===== config.mk =====
export PLATFORM = sky130hd
export DESIGN_NAME = matrix_keypad_scanner
export DESIGN_NICKNAME = d
export VERILOG_FILES = /design/src/rtl/keypad_pkg.sv /design/src/rtl/key_event_fifo.sv /design/src/rtl/matrix_keypad_scanner.sv
export SDC_FILE = /design/constraint.sdc
export NUM_CORES = 1
export LEC_CHECK = 0
export BUFFER_PORTS_ARGS = -buffer_cell sky130_fd_sc_hd__clkbuf_2
export CAP_MARGIN = 20
export CORE_MARGIN = 8
export CORE_UTILIZATION = 49
export DETAILED_ROUTE_END_ITERATION = 8
export PLACE_DENSITY = 0.65
export SYNTH_ARGS = -nofsm -noshare
export SYNTH_HDL_FRONTEND = slang
export SYNTH_SLANG_ARGS = --single-unit

===== constraint.sdc =====
create_clock -name clk -period 4.4 [get_ports clk]
set_clock_uncertainty 0.05 [all_clocks]
set_input_delay 0.22 -clock clk [delete_from_list [all_inputs] [get_ports clk]]
set_output_delay 0.22 -clock clk [all_outputs]
set_load 0.05 [all_outputs]

===== src/rtl/keypad_pkg.sv =====
// State encoding, default timing and helpers shared by the keypad scanner and its bench.
package keypad_pkg;

  typedef enum logic [1:0] {
    ST_SCAN       = 2'd0,
    ST_DB_PRESS   = 2'd1,
    ST_HELD       = 2'd2,
    ST_DB_RELEASE = 2'd3
  } scan_state_e;

  localparam int DEF_ROWS        = 4;
  localparam int DEF_COLS        = 4;
  localparam int DEF_DWELL_CYC   = 50000;
  localparam int DEF_DB_CYC      = 500000;
  localparam int DEF_RPT_DLY_CYC = 25000000;
  localparam int DEF_RPT_PER_CYC = 5000000;
  localparam int DEF_FIFO_DEPTH  = 4;

  // Bits needed for a counter that runs 0..n-1.
  function automatic int cnt_w(input int n);
    return (n > 2) ? $clog2(n) : 1;
  endfunction

endpackage


===== src/rtl/key_event_fifo.sv =====
// Key-event queue: registered storage, head visible same cycle, one push and one pop per clock.
// Backpressure: a push into a full queue is ignored unless a pop happens in the same clock.
module key_event_fifo #(
  parameter int WIDTH = 4,
  parameter int DEPTH = 4
) (
  input  logic             clk,
  input  logic             rst,
  input  logic             push,
  input  logic [WIDTH-1:0] push_dat,
  input  logic             pop,
  output logic [WIDTH-1:0] pop_dat,
  output logic             full,
  output logic             empty
);

  localparam int AW = (DEPTH > 1) ? $clog2(DEPTH) : 1;

  logic [WIDTH-1:0] mem_q [DEPTH];
  logic [WIDTH-1:0] mem_d [DEPTH];
  logic [AW-1:0]    wr_ptr_q, wr_ptr_d;
  logic [AW-1:0]    rd_ptr_q, rd_ptr_d;
  logic [AW:0]      cnt_q, cnt_d;
  logic             do_push, do_pop;

  assign full    = (cnt_q == (AW+1)'(DEPTH));
  assign empty   = (cnt_q == '0);
  assign pop_dat = mem_q[rd_ptr_q];
  assign do_pop  = pop && !empty;
  assign do_push = push && (!full || pop);

  always_comb begin
    mem_d    = mem_q;
    wr_ptr_d = wr_ptr_q;
    rd_ptr_d = rd_ptr_q;
    cnt_d    = cnt_q;
    if (do_push) begin
      mem_d[wr_ptr_q] = push_dat;
      wr_ptr_d        = wr_ptr_q + AW'(1);
    end
    if (do_pop) begin
      rd_ptr_d = rd_ptr_q + AW'(1);
    end
    case ({do_push, do_pop})
      2'b10:   cnt_d = cnt_q + (AW+1)'(1);
      2'b01:   cnt_d = cnt_q - (AW+1)'(1);
      default: cnt_d = cnt_q;
    endcase
  end

  always_ff @(posedge clk) begin
    if (rst) begin
      wr_ptr_q <= '0;
      rd_ptr_q <= '0;
      cnt_q    <= '0;
    end else begin
      wr_ptr_q <= wr_ptr_d;
      rd_ptr_q <= rd_ptr_d;
      cnt_q    <= cnt_d;
    end
  end

  always_ff @(posedge clk) begin
    mem_q <= mem_d;
  end

endmodule


===== src/rtl/matrix_keypad_scanner.sv =====
// Scans a row/column keypad, debounces one key at a time and queues key codes (plus auto-repeats).
// Events appear DB_CYC clocks after the detecting scan sample; a full queue drops new events and flags overflow.
module matrix_keypad_scanner
  import keypad_pkg::*;
#(
  parameter int ROWS        = DEF_ROWS,
  parameter int COLS        = DEF_COLS,
  parameter int DWELL_CYC   = DEF_DWELL_CYC,
  parameter int DB_CYC      = DEF_DB_CYC,
  parameter int RPT_DLY_CYC = DEF_RPT_DLY_CYC,
  parameter int RPT_PER_CYC = DEF_RPT_PER_CYC,
  parameter int FIFO_DEPTH  = DEF_FIFO_DEPTH
) (
  input  logic                          clk,
  input  logic                          rst,
  input  logic [ROWS-1:0]               row,
  input  logic                          repeat_en,
  output logic [COLS-1:0]               col,
  output logic [$clog2(ROWS*COLS)-1:0]  key_code,
  output logic                          key_valid,
  input  logic                          key_ready,
  output logic                          key_held,
  output logic                          overflow
);

  localparam int KW  = $clog2(ROWS*COLS);
  localparam int RW  = $clog2(ROWS);
  localparam int CW  = $clog2(COLS);
  localparam int DWW = cnt_w(DWELL_CYC);
  localparam int DBW = cnt_w(DB_CYC);
  localparam int RPW = cnt_w((RPT_DLY_CYC > RPT_PER_CYC) ? RPT_DLY_CYC : RPT_PER_CYC);

  logic [ROWS-1:0] row_s1_q, row_s2_q;
  scan_state_e     state_q, state_d;
  logic [CW-1:0]   col_idx_q, col_idx_d, col_next;
  logic [RW-1:0]   row_lat_q, row_lat_d, low_idx;
  logic [DWW-1:0]  dwell_q, dwell_d;
  logic [DBW-1:0]  db_q, db_d;
  logic [RPW-1:0]  rpt_q, rpt_d;
  logic            rpt_first_q, rpt_first_d;
  logic            held_q, held_d;
  logic            ovf_q, ovf_d;
  logic [COLS-1:0] col_q, col_d;
  logic [3:0]      low_cnt;
  logic            all_high, lat_only, rpt_hit;
  logic            push, pop, fifo_full, fifo_empty;
  logic [KW-1:0]   push_code;

  always_comb begin
    low_cnt = '0;
    low_idx = '0;
    for (int i = 0; i < ROWS; i++) begin
      if (!row_s2_q[i]) begin
        low_cnt = low_cnt + 4'd1;
        low_idx = RW'(i);
      end
    end
  end

  assign all_high  = &row_s2_q;
  assign lat_only  = (row_s2_q == ~(ROWS'(1) << row_lat_q));
  assign col_next  = (col_idx_q == CW'(COLS-1)) ? '0 : col_idx_q + CW'(1);
  assign rpt_hit   = rpt_first_q ? (rpt_q == RPW'(RPT_DLY_CYC-1)) : (rpt_q == RPW'(RPT_PER_CYC-1));
  assign push_code = KW'(int'(row_lat_q) * COLS + int'(col_idx_q));

  always_comb begin
    state_d     = state_q;
    col_idx_d   = col_idx_q;
    row_lat_d   = row_lat_q;
    dwell_d     = dwell_q;
    db_d        = db_q;
    rpt_d       = rpt_q;
    rpt_first_d = rpt_first_q;
    held_d      = held_q;
    push        = 1'b0;
    case (state_q)
      ST_SCAN: begin
        // col_q is all ones only in the clock after reset; column 0 gets a full dwell from there.
        if (&col_q) begin
          dwell_d = '0;
        end else if (dwell_q == DWW'(DWELL_CYC-1)) begin
          dwell_d = '0;
          if (low_cnt == 4'd1) begin
            row_lat_d = low_idx;
            db_d      = '0;
            state_d   = ST_DB_PRESS;
          end else begin
            col_idx_d = col_next;
          end
        end else begin
          dwell_d = dwell_q + DWW'(1);
        end
      end
      ST_DB_PRESS: begin
        if (!lat_only) begin
          state_d   = ST_SCAN;
          col_idx_d = col_next;
          dwell_d   = '0;
        end else if (db_q == DBW'(DB_CYC-1)) begin
          push        = 1'b1;
          held_d      = 1'b1;
          rpt_d       = '0;
          rpt_first_d = 1'b1;
          state_d     = ST_HELD;
        end else begin
          db_d = db_q + DBW'(1);
        end
      end
      ST_HELD: begin
        if (all_high) begin
          db_d    = '0;
          state_d = ST_DB_RELEASE;
        end else if (!repeat_en) begin
          rpt_d       = '0;
          rpt_first_d = 1'b1;
        end else if (rpt_hit) begin
          push        = 1'b1;
          rpt_d       = '0;
          rpt_first_d = 1'b0;
        end else begin
          rpt_d = rpt_q + RPW'(1);
        end
      end
      ST_DB_RELEASE: begin
        // Repeat timer is frozen here so a bounce back to HELD resumes where it left off.
        if (!row_s2_q[row_lat_q]) begin
          state_d = ST_HELD;
        end else if (!all_high) begin
          db_d = '0;
        end else if (db_q == DBW'(DB_CYC-1)) begin
          held_d    = 1'b0;
          col_idx_d = col_next;
          dwell_d   = '0;
          state_d   = ST_SCAN;
        end else begin
          db_d = db_q + DBW'(1);
        end
      end
      default: state_d = ST_SCAN;
    endcase
    col_d = ~(COLS'(1) << col_idx_d);
  end

  assign pop   = key_valid && key_ready;
  assign ovf_d = ovf_q | (push & fifo_full & ~pop);

  always_ff @(posedge clk) begin
    if (rst) begin
      row_s1_q    <= '1;
      row_s2_q    <= '1;
      state_q     <= ST_SCAN;
      col_idx_q   <= '0;
      row_lat_q   <= '0;
      dwell_q     <= '0;
      db_q        <= '0;
      rpt_q       <= '0;
      rpt_first_q <= 1'b1;
      held_q      <= 1'b0;
      ovf_q       <= 1'b0;
      col_q       <= '1;
    end else begin
      row_s1_q    <= row;
      row_s2_q    <= row_s1_q;
      state_q     <= state_d;
      col_idx_q   <= col_idx_d;
      row_lat_q   <= row_lat_d;
      dwell_q     <= dwell_d;
      db_q        <= db_d;
      rpt_q       <= rpt_d;
      rpt_first_q <= rpt_first_d;
      held_q      <= held_d;
      ovf_q       <= ovf_d;
      col_q       <= col_d;
    end
  end

  key_event_fifo #(
    .WIDTH (KW),
    .DEPTH (FIFO_DEPTH)
  ) u_fifo (
    .clk      (clk),
    .rst      (rst),
    .push     (push),
    .push_dat (push_code),
    .pop      (pop),
    .pop_dat  (key_code),
    .full     (fifo_full),
    .empty    (fifo_empty)
  );

  assign key_valid = !fifo_empty;
  assign key_held  = held_q;
  assign overflow  = ovf_q;
  assign col       = col_q;

endmodule


---- Word level (Yosys, flattened, before mapping) ----
Cells that the tools add are included.
cells by class
  add/subtract/negate cells ............... 12
  order comparisons ....................... 4
  eq/ne operators ......................... 28
  multiplexer cells ....................... 74
  shifts and indexed selects .............. 2
  bitwise logic cells ..................... 9
  reductions and logical operators ........ 22
operators with widths
  operator                                                                  count
  19-bit two-way mux                                                        8
  25-bit two-way mux                                                        5
  16-bit two-way mux                                                        6
  19-bit one-hot mux with 4 select lines                                    1
  25-bit one-hot mux with 2 select lines                                    1
  16-bit one-hot mux with 3 select lines                                    1
  2-bit two-way mux                                                         19
  25-bit by 1-bit adder with 25-bit output (second input constant)          1
  25-bit by 23-bit equality test with 1-bit output (second input constant)  1
  25-bit equality test (second input constant)                              1
  4-bit two-way mux                                                         6
  2-bit inequality test (second input constant)                             11
  19-bit by 1-bit adder with 19-bit output (second input constant)          1
  19-bit equality test (second input constant)                              1
  1-bit two-way mux                                                         17
  16-bit by 1-bit adder with 16-bit output (second input constant)          1
  16-bit bitwise mux                                                        1
  16-bit equality test (second input constant)                              1
  4-bit AND reduction                                                       4
  4-bit by 1-bit adder with 4-bit output (second input constant)            3
  3-bit inequality test (second input constant)                             4
  6-bit AND reduction                                                       2
  5-bit AND reduction                                                       2
  4-bit binary-select mux with 2-bit select                                 1
  other kinds (32)                                                          52
word-level totals
  bits in registers ....................... 104
  word-level logic and storage cells ...... 170
  bits of input ports ..................... 8
  output and inout bits ................... 11

---- Depth between registers and ports, before layout ----
Gate-level depths: netlist of run 1.
  word-level depth ........................ 14
  mapped depth ............................ 13
  gate-level depth less buffers ........... 13

---- Cells and area by module ----
From an unflattened synthesis of run 1, not the netlist that was laid out.
second synthesis, totals
  cells, all modules ...................... 605
  area total of the unflattened synthesis .. 5485.3 µm²
modules (own cells, without submodules)
  module                 cells each  times used  seq. area each (µm²)  area an instance (µm²)
  matrix_keypad_scanner  533         1           1621.6                4458.0
  key_event_fifo         72          1           620.6                 1027.2

---- Least setup slack after synthesis of run 1 ----
No wires, ideal clock.
  path type ............................... register -> register
  start ................................... reg row_s2_q[0]
  end ..................................... reg db_q[12]
  path buffers ............................ 2
  setup time .............................. 0.114 ns
  data arrival time ....................... 2.999 ns
  cell stages (with the launch flop) ...... 13
  period minus slack after synthesis ...... 3.163 ns
  data required time ...................... 4.236 ns
  path slack .............................. 1.237 ns
  cell sequence ........................... dfxtp_1 > inv_1 > ha_1 > xnor2_1 > ha_1 > or4b_2 > o22ai_1 > o211ai_2 > a221oi_4 > a21o_1 > buf_4 > buf_4 > nor2_1
on the way
  cells in the longest elaborated chain, start to end .. 10
  elaborated cells between the ends (all ways) .. 20
  classes of those cells .................. 3 x add/sub; 6 x eq/ne; 9 x mux; 2 x reduce/logical
RTL lines
  element                                         RTL line                      source
  from (decl)                                     matrix_keypad_scanner.sv:33   logic [ROWS-1:0] row_s1_q, row_s2_q;
  from (signal assigned)                          matrix_keypad_scanner.sv:163  row_s2_q <= row_s1_q;
  1-bit two-way mux                               matrix_keypad_scanner.sv:53   if (!row_s2_q[i]) begin
  4-bit by 1-bit adder with 4-bit output          matrix_keypad_scanner.sv:54   low_cnt = low_cnt + 4'd1;
  4-bit two-way mux                               matrix_keypad_scanner.sv:53
  4-bit by 1-bit adder with 4-bit output          matrix_keypad_scanner.sv:54
  4-bit two-way mux                               matrix_keypad_scanner.sv:53
  4-bit by 1-bit adder with 4-bit output          matrix_keypad_scanner.sv:54
  4-bit two-way mux                               matrix_keypad_scanner.sv:53
  4-bit by 1-bit equality test with 1-bit output  matrix_keypad_scanner.sv:83   if (low_cnt == 4'd1) begin
  2-bit inequality test (no line)                 -
  6-bit AND reduction (no line)                   -
  to (signal assigned)                            matrix_keypad_scanner.sv:155  db_q <= '0;
  to (signal assigned)                            matrix_keypad_scanner.sv:168  db_q <= db_d;
  to (decl)                                       matrix_keypad_scanner.sv:38   logic [DBW-1:0] db_q, db_d;
Parallel ways exist; a longest one is shown, timed or not. The select of a mux whose other input is x is not followed.
A chain may end at the register's enable or synchronous reset.

---- Final worst setup path of run 1 ----
  start ................................... reg row_s2_q[1]
  end ..................................... reg db_q[17]
on the way
  cells in the longest elaborated chain, start to end .. 8
  elaborated cells between the ends (all ways) .. 18
  classes of those cells .................. 2 x add/sub; 6 x eq/ne; 8 x mux; 2 x reduce/logical
RTL lines
  element                                         RTL line
  4-bit two-way mux                               matrix_keypad_scanner.sv:53
  4-bit by 1-bit adder with 4-bit output          matrix_keypad_scanner.sv:54
  4-bit two-way mux                               matrix_keypad_scanner.sv:53
  4-bit by 1-bit adder with 4-bit output          matrix_keypad_scanner.sv:54
  4-bit two-way mux                               matrix_keypad_scanner.sv:53
  4-bit by 1-bit equality test with 1-bit output  matrix_keypad_scanner.sv:83
  2-bit inequality test (no line)                 -
  6-bit AND reduction (no line)                   -
Parallel ways exist; a longest one is shown, timed or not. The select of a mux whose other input is x is not followed.

==> impl_metrics.csv, run 1 <==
group,metric,value,unit
clock_network,cts_max_level,3,
placed_design,dp.cells,688,
logic_synthesis,synthArstFlopShare,0,%
clock_network,clk_pin_slew,100,ps
floorplanning,io_pins,19,
clock_network,clock_sinks,104,
clock_network,cts_tree,"done",
floorplanning,die_h,118,um
timing,max_clock_freq,269,MHz
timing,final_max_slew_viol_count,0,
worst_setup_path,crit_required,4590,ps
run,drv_cap,0,
logic_synthesis,syn_avg_cell_area,9.29,um^2
routing,ant_nets,0,
placed_design,preCtsSetupSlack,712,ps
grt,use_met1,18.2,%
floorplanning,fp.dieW,118,um
placed_design,gp_congestion,0.832,
floorplanning,fp.dieArea,14000,um^2
clock_network,clk_latency,380,ps
timing,tightestPinTransition,939,ps
floorplanning,start_util,50.2,%
cells_and_area,fin_cells,708,
logic_synthesis,synth_cells,553,
routing,wl_per_cell,14.2,um
worst_setup_path,cp_top_family,"compound AO/OA/AOI/OAI gates",
clock_network,cts_buffers,9,
routing,drt_first_pass_iters,5,
routing,dr_total_vias,3882,
logic_synthesis,synth_ff_type,"dfxtp_1",
timing,timing.setup.tns,0,ps
timing,setup_ws,677,ps
grt,grt_pass1_wl,17.5,mm
logic_synthesis,ys_warn_count,0,
worst_setup_path,critPathMaxStageDelay,610,ps
timing,setup_violations,0,
timing,max_slew_margin,37.4,%
timing,period_minus_slack,3720,ps
logic_synthesis,synth_fp_nets,579,
placed_design,hpwl,7.17,mm
routing,via_per_inst,5.48,
cells_and_area,synthToLayoutAreaGrowth,7.92,%
cells_and_area,fillers,944,
routing,finalWirelength,10.1,mm
worst_setup_path,worstPathMaxFanout,19,
clock_network,clockBufferDepth,2,
worst_setup_path,path_common_cell,"ha_1",
worst_setup_path,startpoint_type,"register",
grt,busiest_layer,"met2",
clock_network,postCtsSetupBuffers,0,
floorplanning,rows,37,
grt,grt_max_degree,32,
worst_setup_path,cp-end-kind,"register",
logic_synthesis,seq_area_frac_synth,43.7,%
logic_synthesis,ys_seq_elements,104,
logic_synthesis,synth_cell_types,58,
floorplanning,core_region_area,10200,um^2
logic_synthesis,syn_area,5140,um^2
placed_design,dpl_cell_area,5310,um^2
pwr,vdd_drop_max,0.182,mV
clock_network,cts_resized,0,
worst_setup_path,worst_ep_arrival_time,3910,ps
grt,grt-ovfl-total,0,
grt,antenna_found_initial,0,
cells_and_area,final_cell_mix,"dfxtp_1, nor2_1, nand2_1, xor2_1, nand4_1",
pwr,total_power,1.75,mW
clock_network,clock-root-buffer,"clkbuf_8",
clock_network,cts_hold_buf,4,
grt,grtUsageMet2,24.4,%
cells_and_area,drive_gt1_share,11.0,%
cells_and_area,nNetsFinal,593,
worst_setup_path,crit_path_top_delay_cell,"or4b_2",
worst_hold_path,hp-class,"in2reg",
grt,grt_use_met3,3.76,%
grt,grt_pass1_vias,3761,
grt,grt.total_usage,14.8,%
cells_and_area,layout_commonest_cell,"dfxtp_1",
timing,finalHoldViolations,0,
pwr,p_per_area,316,nW/um^2
cells_and_area,stdcell_area,5540,um^2
worst_setup_path,path_buf_inv,2,
worst_setup_path,crit_chain,"inv_1 -> ha_1 -> xnor2_1 -> ha_1 -> or4b_2 -> o22ai_1 -> o211ai_2 -> a221oi_4 -> buf_4 -> a21o_1 -> nor3_1",
timing,post-route-period-util,84.6,%
timing,rsz0062_at_grt,"no",
placed_design,portBuffers,18,
timing,holdWs,151,ps
status,outcome,"finished, final reports clean",
logic_synthesis,synth_edf_count,16,
pwr,leakage,1.93,nW
cells_and_area,utilization,54.2,%
cells_and_area,diodes,0,
routing,drc_errors,0,
worst_setup_path,critPathKind,"reg2reg",
routing,drtIter0Drc,279,
cell usage after synthesis (14+ instances only):
cell type / number / area share (%)
nor3_1: 14 / 1.4
nand2_1: 43 / 3.1
inv_1: 17 / 1.2
xnor2_1: 23 / 3.9
dfxtp_1: 88 / 34
a21oi_1: 16 / 1.6
nor2_1: 80 / 5.8
nand4_1: 28 / 3.4
nand3_1: 21 / 2.0
ha_1: 17 / 4.1
edfxtp_1: 16 / 9.4
xor2_1: 38 / 6.5
per-layer routing:
layer | wire length (um) | up-vias
met5 | 0 | -
met4 | 178 | 0
met2 | 4700 | 54
met3 | 387 | 15
li1 | - | 1975
met1 | 4800 | 1838
report_power, final:
part / switching, mW / total [mW] / internal, mW
logic: 0.111 / 0.162 / 0.0511
clock network: 0.325 / 0.591 / 0.265
registers: 0.0173 / 0.996 / 0.979
total: 0.454 / 1.75 / 1.29
tightest hold or removal path: stages:
cell and delay, ps:
clkbuf_2 90, nand2_1 90, a221o_1 150
flip-flops by register name, indices dropped and copies added (netlist names), 2 cells and up:
register	count
rpt_q	25
db_q	19
dwell_q	16
u_fifo.mem_q	16
col	4
row_s1_q	4
row_s2_q	4
u_fifo.cnt_q	3
col_idx_q	2
row_lat_q	2
state_q	2
u_fifo.rd_ptr_q	2
u_fifo.wr_ptr_q	2
kinds of logic (layout without fill, tap and decap cells):
family	Yosys count	in the layout	synth area share, %
and+or+nand+nor	270	270	28.0
muxes	8	8	2.78
adders and majority gates	18	18	4.53
DFF	104	104	43.7
buffers and inverters	38	57	3.26
AOI/OAI and AO/OA	54	54	7.36
xor gates and xnor gates	61	61	10.4
path summary, 6_finish.rpt:
path	from	endpoint	slack, ps	depth (start not counted)
max reg2reg	row_s2_q[1]	db_q[17]	680	11
min	repeat_en	rpt_first_q	150	3
max	row_s2_q[1]	db_q[17]	680	11
min reg2reg	row_s1_q[3]	row_s2_q[3]	370	1
final cells by class:
cell class | count | area, um^2 | area share, %
Timing Repair Buffer | 24 | 145 | 2.62
Inverter | 17 | 63.8 | 1.15
Clock buffer | 10 | 128 | 2.30
Clock inverter | 6 | 67.6 | 1.22
Tap cell | 136 | 170 | 3.07
Sequential cell | 104 | 2240 | 40.5
Multi-Input combinational cell | 411 | 2730 | 49.2
(Power assumes the default switching activity.)
==> run 2, diff against run 1 <==
Clock period 4.4 ns to 3.7 ns, I/O delays scaled along.
==> run 2 against run 1 <==
- hold slack worse by 11 ps
- clock power rose by 13%
- maximum frequency is 9.3% higher
- first-iteration DRC count decreased by 15%
- non-clock buffer count increased by 6
- critical endpoint is now db_q[4]
- highest routed layer unchanged
==> impl_metrics.csv, run 2 (synthesis results as in run 1) <==
group,metric,value,unit
grt,grt_use_met3,3.81,%
worst_setup_path,startpoint_type,"register",
floorplanning,die_h,118,um
clock_network,clk_pin_slew,90,ps
placed_design,portBuffers,18,
timing,max_clock_freq,294,MHz
worst_setup_path,r2r_setup_slack,290,ps
cells_and_area,layout_commonest_cell,"dfxtp_1",
floorplanning,fp.dieArea,14000,um^2
cells_and_area,nNetsFinal,599,
grt,antenna_found_initial,0,
timing,finalHoldViolations,0,
status,outcome,"finished, final reports clean",
floorplanning,start_util,50.2,%
run,drv_cap,0,
worst_setup_path,critPathMaxStageDelay,630,ps
clock_network,clock_sinks,104,
floorplanning,io_pins,19,
clock_network,cts_tree,"done",
placed_design,hpwl,7.27,mm
routing,drc_errors,0,
grt,grtUsageMet2,25.3,%
clock_network,cts_resized,0,
worst_setup_path,path_buf_inv,3,
worst_setup_path,critical_path.startpoint,"row_s2_q[1]",
grt,grt_pass1_wl,17.7,mm
placed_design,dp.cells,694,
routing,finalWirelength,10.1,mm
timing,timing.setup.tns,0,ps
cells_and_area,final_cell_mix,"dfxtp_1, nor2_1, nand2_1, xor2_1, nand4_1",
cells_and_area,stdcell_area,5570,um^2
routing,wl_per_cell,14.1,um
clock_network,cts_hold_buf,4,
worst_setup_path,worstPathMaxFanout,19,
grt,busiest_layer,"met2",
timing,rsz0062_at_grt,"no",
worst_setup_path,crit_path_top_delay_cell,"or4b_2",
clock_network,cts_buffers,9,
cells_and_area,top_register,"rpt_q",
floorplanning,core_region_area,10200,um^2
routing,drt_first_pass_iters,7,
timing,tightestPinTransition,716,ps
pwr,p_per_area,368,nW/um^2
timing,max_slew_margin,52.0,%
pwr,total_power,2.05,mW
cells_and_area,drive_gt1_share,11.4,%
pwr,vdd_drop_max,0.248,mV
routing,drtIter0Drc,236,
clock_network,clockBufferDepth,2,
timing,period_minus_slack,3410,ps
grt,grt.total_usage,14.9,%
routing,dr_total_vias,3886,
worst_setup_path,crit_chain,"inv_1 -> ha_1 -> xnor2_1 -> ha_1 -> or4b_2 -> o22ai_1 -> o211ai_2 -> a221oi_4 -> buf_4 -> a21o_1 -> buf_4 -> nor2_1",
worst_setup_path,crit_required,3900,ps
grt,grt-ovfl-total,0,
clock_network,clk_latency,360,ps
grt,grt_pass1_vias,3837,
cells_and_area,largest_register_ffs,25,
grt,grt_max_degree,32,
worst_setup_path,cp_top_family,"compound AO/OA/AOI/OAI gates",
cells_and_area,synthToLayoutAreaGrowth,8.48,%
timing,final_max_slew_viol_count,0,
floorplanning,rows,37,
clock_network,cts_max_level,3,
clock_network,postCtsSetupBuffers,0,
clock_network,clock-root-buffer,"clkbuf_8",
cells_and_area,fin_cells,714,
timing,setup_violations,0,
routing,ant_nets,0,
worst_setup_path,cp-end-kind,"register",
routing,via_per_inst,5.44,
grt,use_met1,18.1,%
worst_hold_path,hp-class,"in2reg",
worst_hold_path,min_from,"repeat_en",
worst_setup_path,critPathKind,"reg2reg",
cells_and_area,diodes,0,
worst_setup_path,r2r-start,"row_s2_q[1]",
placed_design,gp_congestion,0.825,
timing,post-route-period-util,92.1,%
cells_and_area,top_regs,"rpt_q: 25 flops, db_q: 19 flops",
worst_setup_path,worst_ep_arrival_time,3610,ps
pwr,leakage,1.95,nW
floorplanning,fp.dieW,118,um
placed_design,dpl_cell_area,5350,um^2
run 2: path summary, 6_finish.rpt:
check | to | cells after the start
worst max-delay path | db_q[4] | 12
worst min-delay path | rpt_first_q | 3
worst max register to register | db_q[4] | 12
worst min register to register | row_s2_q[2] | 1
run 2: cell type report:
type	instances	area, um^2
well taps	136	170
clock buffers	11	131
multi-input cells	411	2730
fillers	926	4660
inverters	17	63.8
flip-flops and latches	104	2240
repair buffers	30	190
clock inverters	5	47.5
run 2: worst min-delay path, delay by kind of cell:
family                 cells  cell delay (ps)
AOI/OAI and AO/OA          1              160
buffers and inverters      1               90
and+or+nand+nor            1               90
run 2: through the flow:
stage,util (%),hold WS [ps],setup slack [ps]
3_3_place_gp,52.3,317,385
3_5_place_dp,52.3,325,311
6_report,54.5,140,293
2_1_floorplan,-,239,537
5_1_grt,54.5,144,47.2
4_1_cts,54.5,123,294
run 2: layer usage:
metal,part of all wire [%],vias to the layer above,wire [um]
met5,0,-,0
met2,48,58,4780
met4,1.7,0,172
met1,47,1830,4730
met3,3.7,13,375
li1,-,1985,-
run 2: power by group:
group | internal [mW] | switching, mW
clock network | 0.307 | 0.361
registers | 1.16 | 0.0199
logic | 0.0647 | 0.134
total | 1.54 | 0.515
==> run 3, diff against run 2 <==
Settings changed: CTS_BUF_LIST set to sky130_fd_sc_hd__clkbuf_2.
==> run 3 against run 2 <==
- cell count grew 0.28%
- largest cell class unchanged
- global-route usage is 0.050 points higher
- highest routed layer unchanged
- non-clock buffer count up 2
- critical endpoint is now db_q[6]
- sequential share of layout area rose by 0.41 points
==> impl_metrics.csv, run 3 (synthesis results as in run 1) <==
group,metric,value,unit
status,outcome,"finished, final reports clean",
routing,wl_per_cell,14.1,um
floorplanning,io_pins,19,
clock_network,clk_pin_slew,250,ps
timing,tightestPinTransition,713,ps
worst_setup_path,cp-end-kind,"register",
routing,ant_nets,0,
pwr,leakage,1.94,nW
routing,dr_total_vias,3914,
grt,grt-ovfl-total,0,
clock_network,clockBufferDepth,2,
clock_network,cts_resized,0,
clock_network,cts_tree,"done",
timing,max_clock_freq,291,MHz
cells_and_area,top_register,"rpt_q",
placed_design,hpwl,7.27,mm
timing,holdWs,118,ps
worst_setup_path,reg2reg_depth,12,
worst_setup_path,r2r-start,"row_s2_q[1]",
floorplanning,rows,37,
floorplanning,start_util,50.2,%
routing,drc_errors,0,
worst_setup_path,worstPathMaxFanout,19,
floorplanning,die_h,118,um
worst_setup_path,crit_required,4120,ps
clock_network,cts_buffers,9,
floorplanning,fp.dieArea,14000,um^2
grt,antenna_found_initial,0,
cells_and_area,utilization,53.9,%
clock_network,clock_sinks,104,
worst_setup_path,cp_top_family,"compound AO/OA/AOI/OAI gates",
timing,rsz0062_at_grt,"no",
cells_and_area,fillers,927,
clock_network,clk_latency,570,ps
worst_setup_path,critPathMaxStageDelay,630,ps
cells_and_area,final_cell_mix,"dfxtp_1, nor2_1, nand2_1, xor2_1, clkbuf_2",
placed_design,dpl_cell_area,5350,um^2
worst_hold_path,min_from,"rst",
placed_design,gp_congestion,0.825,
cells_and_area,largest_register_ffs,25,
pwr,vdd_drop_max,0.231,mV
timing,post-route-period-util,92.8,%
cells_and_area,stdcell_area,5520,um^2
placed_design,dp.cells,694,
grt,grt.total_usage,15.0,%
timing,setup_ws,266,ps
worst_setup_path,r2r_setup_slack,270,ps
routing,via_per_inst,5.47,
worst_hold_path,holdPathEnd,"state_q[0]",
timing,setup_violations,0,
pwr,total_power,1.89,mW
cells_and_area,synthToLayoutAreaGrowth,7.38,%
timing,timing.setup.tns,0,ps
grt,grt_pass1_vias,3843,
routing,drtIter0Drc,222,
worst_setup_path,crit_path_top_delay_cell,"or4b_2",
worst_setup_path,worst_ep_arrival_time,3860,ps
timing,max_slew_margin,52.2,%
routing,drt_first_pass_iters,4,
cells_and_area,drive_gt1_share,11.7,%
worst_setup_path,reg2reg_to,"db_q[6]",
worst_setup_path,path_buf_inv,3,
cells_and_area,top_regs,"rpt_q: 25 flops, db_q: 19 flops",
run,drv_cap,0,
clock_network,clock-root-buffer,"clkbuf_2",
worst_setup_path,critPathKind,"reg2reg",
routing,finalWirelength,10.1,mm
grt,grt_max_degree,32,
cells_and_area,diodes,0,
placed_design,portBuffers,18,
floorplanning,fp.dieW,118,um
worst_hold_path,hp-class,"in2reg",
worst_setup_path,startpoint_type,"register",
timing,final_max_slew_viol_count,0,
worst_hold_path,min_delay_path_depth,2,
timing,period_minus_slack,3430,ps
pwr,p_per_area,343,nW/um^2
placed_design,preCtsSetupSlack,311,ps
worst_setup_path,crit_chain,"inv_1 -> ha_1 -> xnor2_1 -> ha_1 -> or4b_2 -> o22ai_1 -> o211ai_2 -> a221oi_4 -> buf_4 -> a21o_1 -> buf_4 -> nor2_1",
cells_and_area,layout_commonest_cell,"dfxtp_1",
grt,grt_pass1_wl,17.7,mm
floorplanning,core_region_area,10200,um^2
cells_and_area,nNetsFinal,601,
timing,finalHoldViolations,0,
clock_network,cts_max_level,3,
cells_and_area,fin_cells,716,
[run 3: cell count changes in the layout (fill, tap and decap cells not counted)]
cell           previous run  this run
clkbuf_2                 18        29
clkbuf_8                  9         0
clkbuf_1                  2         0
dlygate4sd3_1             4         6
[run 3: routing by layer]
layer,GRT usage (%),up-vias,wire (um)
met3,3.66,18,387
met4,6.01,0,216
met2,25.3,54,4770
met5,0,-,0
met1,18.0,1842,4730
li1,-,2000,-
[run 3: worst reg2reg max path, cell delays in order (launching register included)]
cell,delay [ps]
dfxtp_1,490
inv_1,80
ha_1,320
xnor2_1,160
ha_1,320
or4b_2,630
o22ai_1,210
o211ai_2,150
a221oi_4,250
buf_4,240
a21o_1,140
buf_4,230
nor2_1,80
[run 3: worst max path at each step]
stage / start / to / slack [ps] / depth (start not counted)
final: row_s2_q[1] / db_q[6] / 270 / 12
after global routing: row_s2_q[0] / db_q[3] / 10 / 12
after global placement: row_s2_q[0] / db_q[17] / 380 / 12
after detailed placement: row_s2_q[0] / db_q[17] / 310 / 12
after floorplan: row_s2_q[0] / db_q[12] / 540 / 12
after CTS: row_s2_q[1] / db_q[4] / 270 / 12
[run 3: layout make-up]
type	instances	area (um^2)	area share [%]
Clock buffer	11	55.1	0.998
Clock inverter	5	47.5	0.862
Inverter	17	63.8	1.16
Multi-Input combinational cell	411	2730	49.4
Sequential cell	104	2240	40.7
Tap cell	136	170	3.09
Timing Repair Buffer	32	210	3.81
[run 3: where the power goes]
part | switching [mW] | internal, mW
Clock | 0.350 | 0.155
Combinational | 0.135 | 0.0660
Sequential | 0.0198 | 1.17
[run 3: timing repair]
| item | in CTS | in global routing |
|---|---|---|
| endpoints found under the hold margin | 7 | 0 |
| buffers inserted | 0 | 0 |
| hold buffers | 6 | 0 |
